==> src/rtl/seq_mem_param_2r1w_rf_fw.sv <==
`default_nettype none
// ============================================================================
// Module   : seq_mem_param_2r1w_rf_fw
// Brief    : Parametrised 2-read/1-write register file with byte-masked writes,
//            same-cycle write-to-read forwarding, per-entry valid bits,
//            synchronous clear-all and an incremental valid-entry counter.
// Revision : 1.0
// ============================================================================
module seq_mem_param_2r1w_rf_fw #(
    parameter int p_nbits    = 8,
    parameter int p_nentries = 8,
    localparam int p_nbytes  = p_nbits / 8,
    localparam int p_aw      = $clog2(p_nentries),
    localparam int p_cw      = p_aw + 1
) (
    input  logic                clk,
    input  logic                reset,
    input  logic [p_aw-1:0]     read_addr0,
    output logic [p_nbits-1:0]  read_data0,
    output logic                read_valid0,
    input  logic [p_aw-1:0]     read_addr1,
    output logic [p_nbits-1:0]  read_data1,
    output logic                read_valid1,
    input  logic                write_en,
    input  logic [p_aw-1:0]     write_addr,
    input  logic [p_nbits-1:0]  write_data,
    input  logic [p_nbytes-1:0] write_mask,
    input  logic                clear,
    output logic [p_cw-1:0]     num_valid
);

    localparam logic [p_cw-1:0] c_one = p_cw'(1);

    logic [p_nbits-1:0]    r_mem [p_nentries];
    logic [p_nentries-1:0] r_valid;
    logic [p_cw-1:0]       r_count;

    logic                  w_we;
    logic [p_nbits-1:0]    w_cur;
    logic [p_nbits-1:0]    w_fwd_data;
    logic [p_nbits-1:0]    w_wr_data;

    // An all-zero mask is a true no-op; reset suppresses writes and bypass.
    assign w_we  = write_en && (write_mask != '0) && !reset;
    assign w_cur = r_mem[write_addr];

    // Forwarded data merges with pre-clear contents; the stored value merges
    // with zero when a clear lands on the same edge.
    for (genvar b = 0; b < p_nbytes; b++) begin : g_byte
        assign w_fwd_data[8*b +: 8] = write_mask[b] ? write_data[8*b +: 8] : w_cur[8*b +: 8];
        assign w_wr_data[8*b +: 8]  = write_mask[b] ? write_data[8*b +: 8]
                                                    : (clear ? 8'h00 : w_cur[8*b +: 8]);
    end

    always_ff @(posedge clk or posedge reset) begin
        if (reset) begin
            for (int i = 0; i < p_nentries; i++) begin
                r_mem[i] <= '0;
            end
            r_valid <= '0;
            r_count <= '0;
        end else begin
            if (clear) begin
                for (int i = 0; i < p_nentries; i++) begin
                    r_mem[i] <= '0;
                end
                r_valid <= '0;
                r_count <= w_we ? c_one : '0;
            end else if (w_we && !r_valid[write_addr]) begin
                r_count <= r_count + c_one;
            end
            if (w_we) begin
                r_mem[write_addr]   <= w_wr_data;
                r_valid[write_addr] <= 1'b1;
            end
        end
    end

    always_comb begin
        read_data0  = r_mem[read_addr0];
        read_valid0 = r_valid[read_addr0];
        if (w_we && (write_addr == read_addr0)) begin
            read_data0  = w_fwd_data;
            read_valid0 = 1'b1;
        end
        if (reset) begin
            read_data0  = '0;
            read_valid0 = 1'b0;
        end
    end

    always_comb begin
        read_data1  = r_mem[read_addr1];
        read_valid1 = r_valid[read_addr1];
        if (w_we && (write_addr == read_addr1)) begin
            read_data1  = w_fwd_data;
            read_valid1 = 1'b1;
        end
        if (reset) begin
            read_data1  = '0;
            read_valid1 = 1'b0;
        end
    end

    assign num_valid = r_count;

endmodule
`default_nettype wire

==> config.mk <==
export PLATFORM = sky130hd
export DESIGN_NAME = seq_mem_param_2r1w_rf_fw
export DESIGN_NICKNAME = d
export VERILOG_FILES = /design/src/rtl/seq_mem_param_2r1w_rf_fw.sv
export SDC_FILE = /design/constraint.sdc
export NUM_CORES = 1
export LEC_CHECK = 0
export CAP_MARGIN = 15
export CORE_AREA = 10 10 101 103
export DETAILED_ROUTE_END_ITERATION = 12
export DIE_AREA = 0 0 111 113
export PLACE_DENSITY = 0.76
export SLEW_MARGIN = 10
export SYNTH_ARGS = -nofsm -noshare
export SYNTH_HDL_FRONTEND = slang
export SYNTH_SLANG_ARGS = --single-unit
==> constraint.sdc <==
create_clock -name clk -period 8.59 [get_ports clk]
set_clock_uncertainty 0.15 [all_clocks]
set_input_delay 1.718 -clock clk [delete_from_list [all_inputs] [get_ports clk]]
set_output_delay 1.718 -clock clk [all_outputs]
set_load 0.1 [all_outputs]
# == Yosys cells after proc, flatten, opt, wreduce, memory -nomap -nowiden ==
# Cells that the tools add are included.
# totals
mem_bits_ro,0
word_cells,73
ramBits,0
mem_count,0
in_bits,22
latch_bits,0
reg_bits,76
# classes
mul,0
n_shift,0
muxes,38
eq_ne,2
magnitude_cmp,8
bitwise,4
add_sub_neg,1
n_reduce_logical,10
div,0
# ops
op,n
64-bit two-way mux,2
8-bit two-way mux,16
8-bit binary-select mux with 3-bit select,3
64-bit bitwise mux,1
8-bit demux with 3-bit select,1
4-bit greater-or-equal comparator (second input constant),3
3-bit by 4-bit less-than comparator with 1-bit output (second input constant),3
3-bit NOT with 4-bit output,3
1-bit binary-select mux with 3-bit select,3
1-bit two-way mux,9
4-bit two-way mux,2
8-bit OR,1
1-bit logical AND,7
3-bit == test,2
4-bit by 1-bit adder with 4-bit output (second input constant),1
4-bit by 1-bit less-than comparator with 1-bit output (second input constant),1
1-bit demux with 3-bit select,1
3-bit by 1-bit greater-or-equal comparator with 1-bit output (second input constant),1
1-bit zero test,2
2-bit nonzero test,1

# == Longest topological paths before layout ==
# depth
depth_word,8
ltp_mapped,7

# == Worst setup path before layout ==
# No wires, ideal clock.
# synth_path
path_kind,input port to output port
start,input port reset
end,output port read_data0[0]
stages,4
arrival_time_ps,6131
n_path_buf,1
setup_slack_ps,591
t_required_ps,6722
path_cell_list,inv_1 > clkbuf_1 > o21ai_0 > a21oi_1
# synth_via
elab_chain_cells,5
# synth_rtl
element,line_no,rtl
start: declaration,17,"input logic reset,"
1-bit zero test (no line),n/a,
1-bit logical AND,44,assign w_we = write_en && (write_mask != '0) && !reset;
1-bit logical AND,82,if (w_we && (write_addr == read_addr0)) begin
8-bit two-way mux,82,
8-bit two-way mux (*),86,if (reset) begin
end: declaration,19,"output logic [p_nbits-1:0] read_data0,"
# Mark *: on every way between the ends. The rest lies on a longest branch, timed or not.

# == Final worst setup path ==
# layout_path
start,input port read_addr1[2]
end,output port read_data1[3]
# layout_via
elab_chain_cells,6
# layout_rtl
element,line_no,rtl
start: declaration,21,"input logic [p_aw-1:0] read_addr1,"
3-bit NOT with 4-bit output (implied by the code),93,read_data1 = r_mem[read_addr1];
8-bit binary-select mux with 3-bit select,93,
8-bit two-way mux (implied by the code) (2 in a row),93,
8-bit two-way mux (*),95,if (w_we && (write_addr == read_addr1)) begin
8-bit two-way mux (*),99,if (reset) begin
end: declaration,22,"output logic [p_nbits-1:0] read_data1,"
# Mark *: on every way between the ends. The rest lies on a longest branch, timed or not. The select of a mux whose other input is x is not followed.

==> flow_summary.ini <==
[final_layout]
antenna_cells = 0
layout_commonest_cell = o21ai_0
final_layout_size_suffix_gt1_frac = 0.154
syn_to_final_growth_pct = 16.5
final_cell_mix = o21ai_0 (90), dfrtp_1 (76), nand3b_1 (67), clkdlybuf4s50_1 (43), mux4_2 (37)
fillCellCount = 658
nets = 446

[worst_hold_path]
worstHoldStart = r_mem[63]
whs_path_depth = 2
holdPathEnd = r_mem[63]
holdCritPathClass = reg2reg

[floorplan]
die_x_um = 111
die_y_um = 113
core-area_um2 = 8130
die-area_um2 = 12500
initial_core_util = 0.545
rows = 33
io_pins = 44

[clock_network]
post_cts_resized = 0
clock-sinks = 76
cts_hold_buf = 0
cts_htree_levels = 3
clock_latency_ns = 0.35
clkTransAtPathRegs_ns = 0.09
clk_path_buf_depth = 2
cts_root_buf = clkbuf_8
cts_tree = done
post_cts_buffers = 0
cts_made_buffers = 9

[critical_path]
critPathMaxFanout = 17
r2r_start = r_valid[7]
cp-end-kind = output pin
cp-start-kind = input port
rr_worst_depth = 4
cp.required_ns = 6.72
worst_r2r_endpoint = num_valid[3]
path_class = in2out
cp.arrival_ns = 5.12
ff2ff_setup_slack_ns = 6.47

[sta]
fmax_mhz = 143
fin_crit_ns = 6.99
worst_pin_slew_ns = 0.985
fin_setup_tns_ns = 0
setup_viol_count_final = 0
fin_ws_ns = 1.60
rsz0062_at_grt = false
period_share = 0.814
relSlewSlack = 0.341
hold_viol = 0
slew_violations = 0

[power_and_ir_drop]
ir_drop_mv = 0.115
power_density_nw_per_um2 = 154
p_leak_nw = 2.05
power_mw = 0.797

[logic_synthesis]
yosys_register_bits = 76
synth.top_cell.area_share = 0.429
syn_area_per_cell_um2 = 11.2
yosysWarnings = 0
yosysUniqueCellTypes = 24
synthCells = 395
synth_area_um2 = 4440
yosysSeqAreaShare = 0.429
yosys-top-cells-area = dfrtp_1 (43%), mux4_2 (19%), nand3b_1 (11%)
synth_nets = 418
synth_top_area_cell = dfrtp_1

[place]
place_congestion = 0.801
dpl_worst_slack_ns = 1.62
port_buffers = 43
dpl.hpwl_mm = 7.25

[global_route]
overflow = 0
grt_max_degree = 80
grt_first_pass_wirelength_mm = 18.8
antenna_found_initial = 0
grt_pass1_vias = 3374
grt.total_usage = 0.183

[detailed_routing]
first_pass_iters = 7
avgViaCountPerCell = 6.48
ant_nets = 0
wl_mm = 11.5
vias = 3453
drt_iter0_drc = 244
remaining_drc_errors = 0
wl_per_cell_um = 21.6

[run_status]
status = finished, final reports clean

[job]
cap_violations = 0
-- state kept, by name (all words and copies together), names as in the netlist --
| name | count |
|---|---|
| r_valid | 8 |
| r_mem | 64 |
| num_valid | 4 |
-- cells in the mapped netlist --
library cell	count
o21ai_0	90
dfrtp_1	76
nand3b_1	67
mux4_2	37
clkbuf_1	24
a21oi_1	19
mux2i_1	19
buf_2	10
nand2_1	10
inv_1	9
xnor2_1	6
nand3_1	5
mux2_2	4
nand2b_1	3
nand4_1	3
nor2_1	3
nor2b_1	3
and3b_1	1
ha_1	1
mux2_1	1
nand4b_1	1
nor3_1	1
o31a_1	1
or3_1	1
-- area by class of cell --
class / count / area (µm²) / share of cell area
clock buffers: 9 / 124 / 0.0240
multi-input cells: 276 / 2360 / 0.457
repair buffers: 51 / 490 / 0.0949
flip-flops and latches: 76 / 1900 / 0.368
well taps: 105 / 131 / 0.0254
inverters: 9 / 35.0 / 0.00678
clock inverters: 7 / 124 / 0.0240
-- per-stage QoR --
stage / util / instance area [µm²] / hold WS [ns] / instances
after floorplan: - / 4440 / 0.338 / 395
after detailed placement: 0.605 / 4920 / 0.368 / 517
after CTS: 0.635 / 5170 / 0.389 / 533
after global placement: 0.605 / 4920 / 0.352 / 517
final: 0.635 / 5170 / 0.387 / 533
after global routing: 0.635 / 5170 / 0.418 / 533
-- worst max path at each step --
stage                        startpoint            end
after detailed placement  read_addr0[0]  read_data0[1]
after global routing      read_addr0[0]  read_data0[0]
final                     read_addr1[2]  read_data1[3]
after CTS                 read_addr0[0]  read_data0[1]
after floorplan                   reset  read_data0[0]
after global placement    read_addr1[2]  read_data1[3]
-- worst max-delay path: stages --
cell and delay (ns):
clkdlybuf4s50_1 1.00, xnor2_1 0.20, nand4_1 0.66, a21oi_1 0.36
clkdlybuf4s50_1 1.17
-- kinds of logic (layout without fill, tap and decap cells) --
logic type	Yosys count	after routing	share of synthesized area
adders and majority gates	1	1	0.00282
and+or+nand+nor	98	98	0.149
AOI/OAI and AO/OA	110	110	0.125
DFF	76	76	0.429
muxes	61	61	0.243
xor gates and xnor gates	6	6	0.0118
buffers and inverters	43	76	0.0392
-- report_power, final --
group	internal (mW)	switching, mW
Clock	0.195	0.143
Combinational	0.0360	0.0592
Sequential	0.361	0.00334
Total	0.592	0.205
-- metal layers --
layer / up-vias / wire [µm] / GRT usage
met5: - / 0 / 0
met1: 1750 / 5020 / 0.252
met4: 0 / 129 / 0.0408
met3: 11 / 892 / 0.0428
li1: 1541 / - / -
met2: 151 / 5480 / 0.288
No activity file was read; power rests on OpenSTA's default activity.
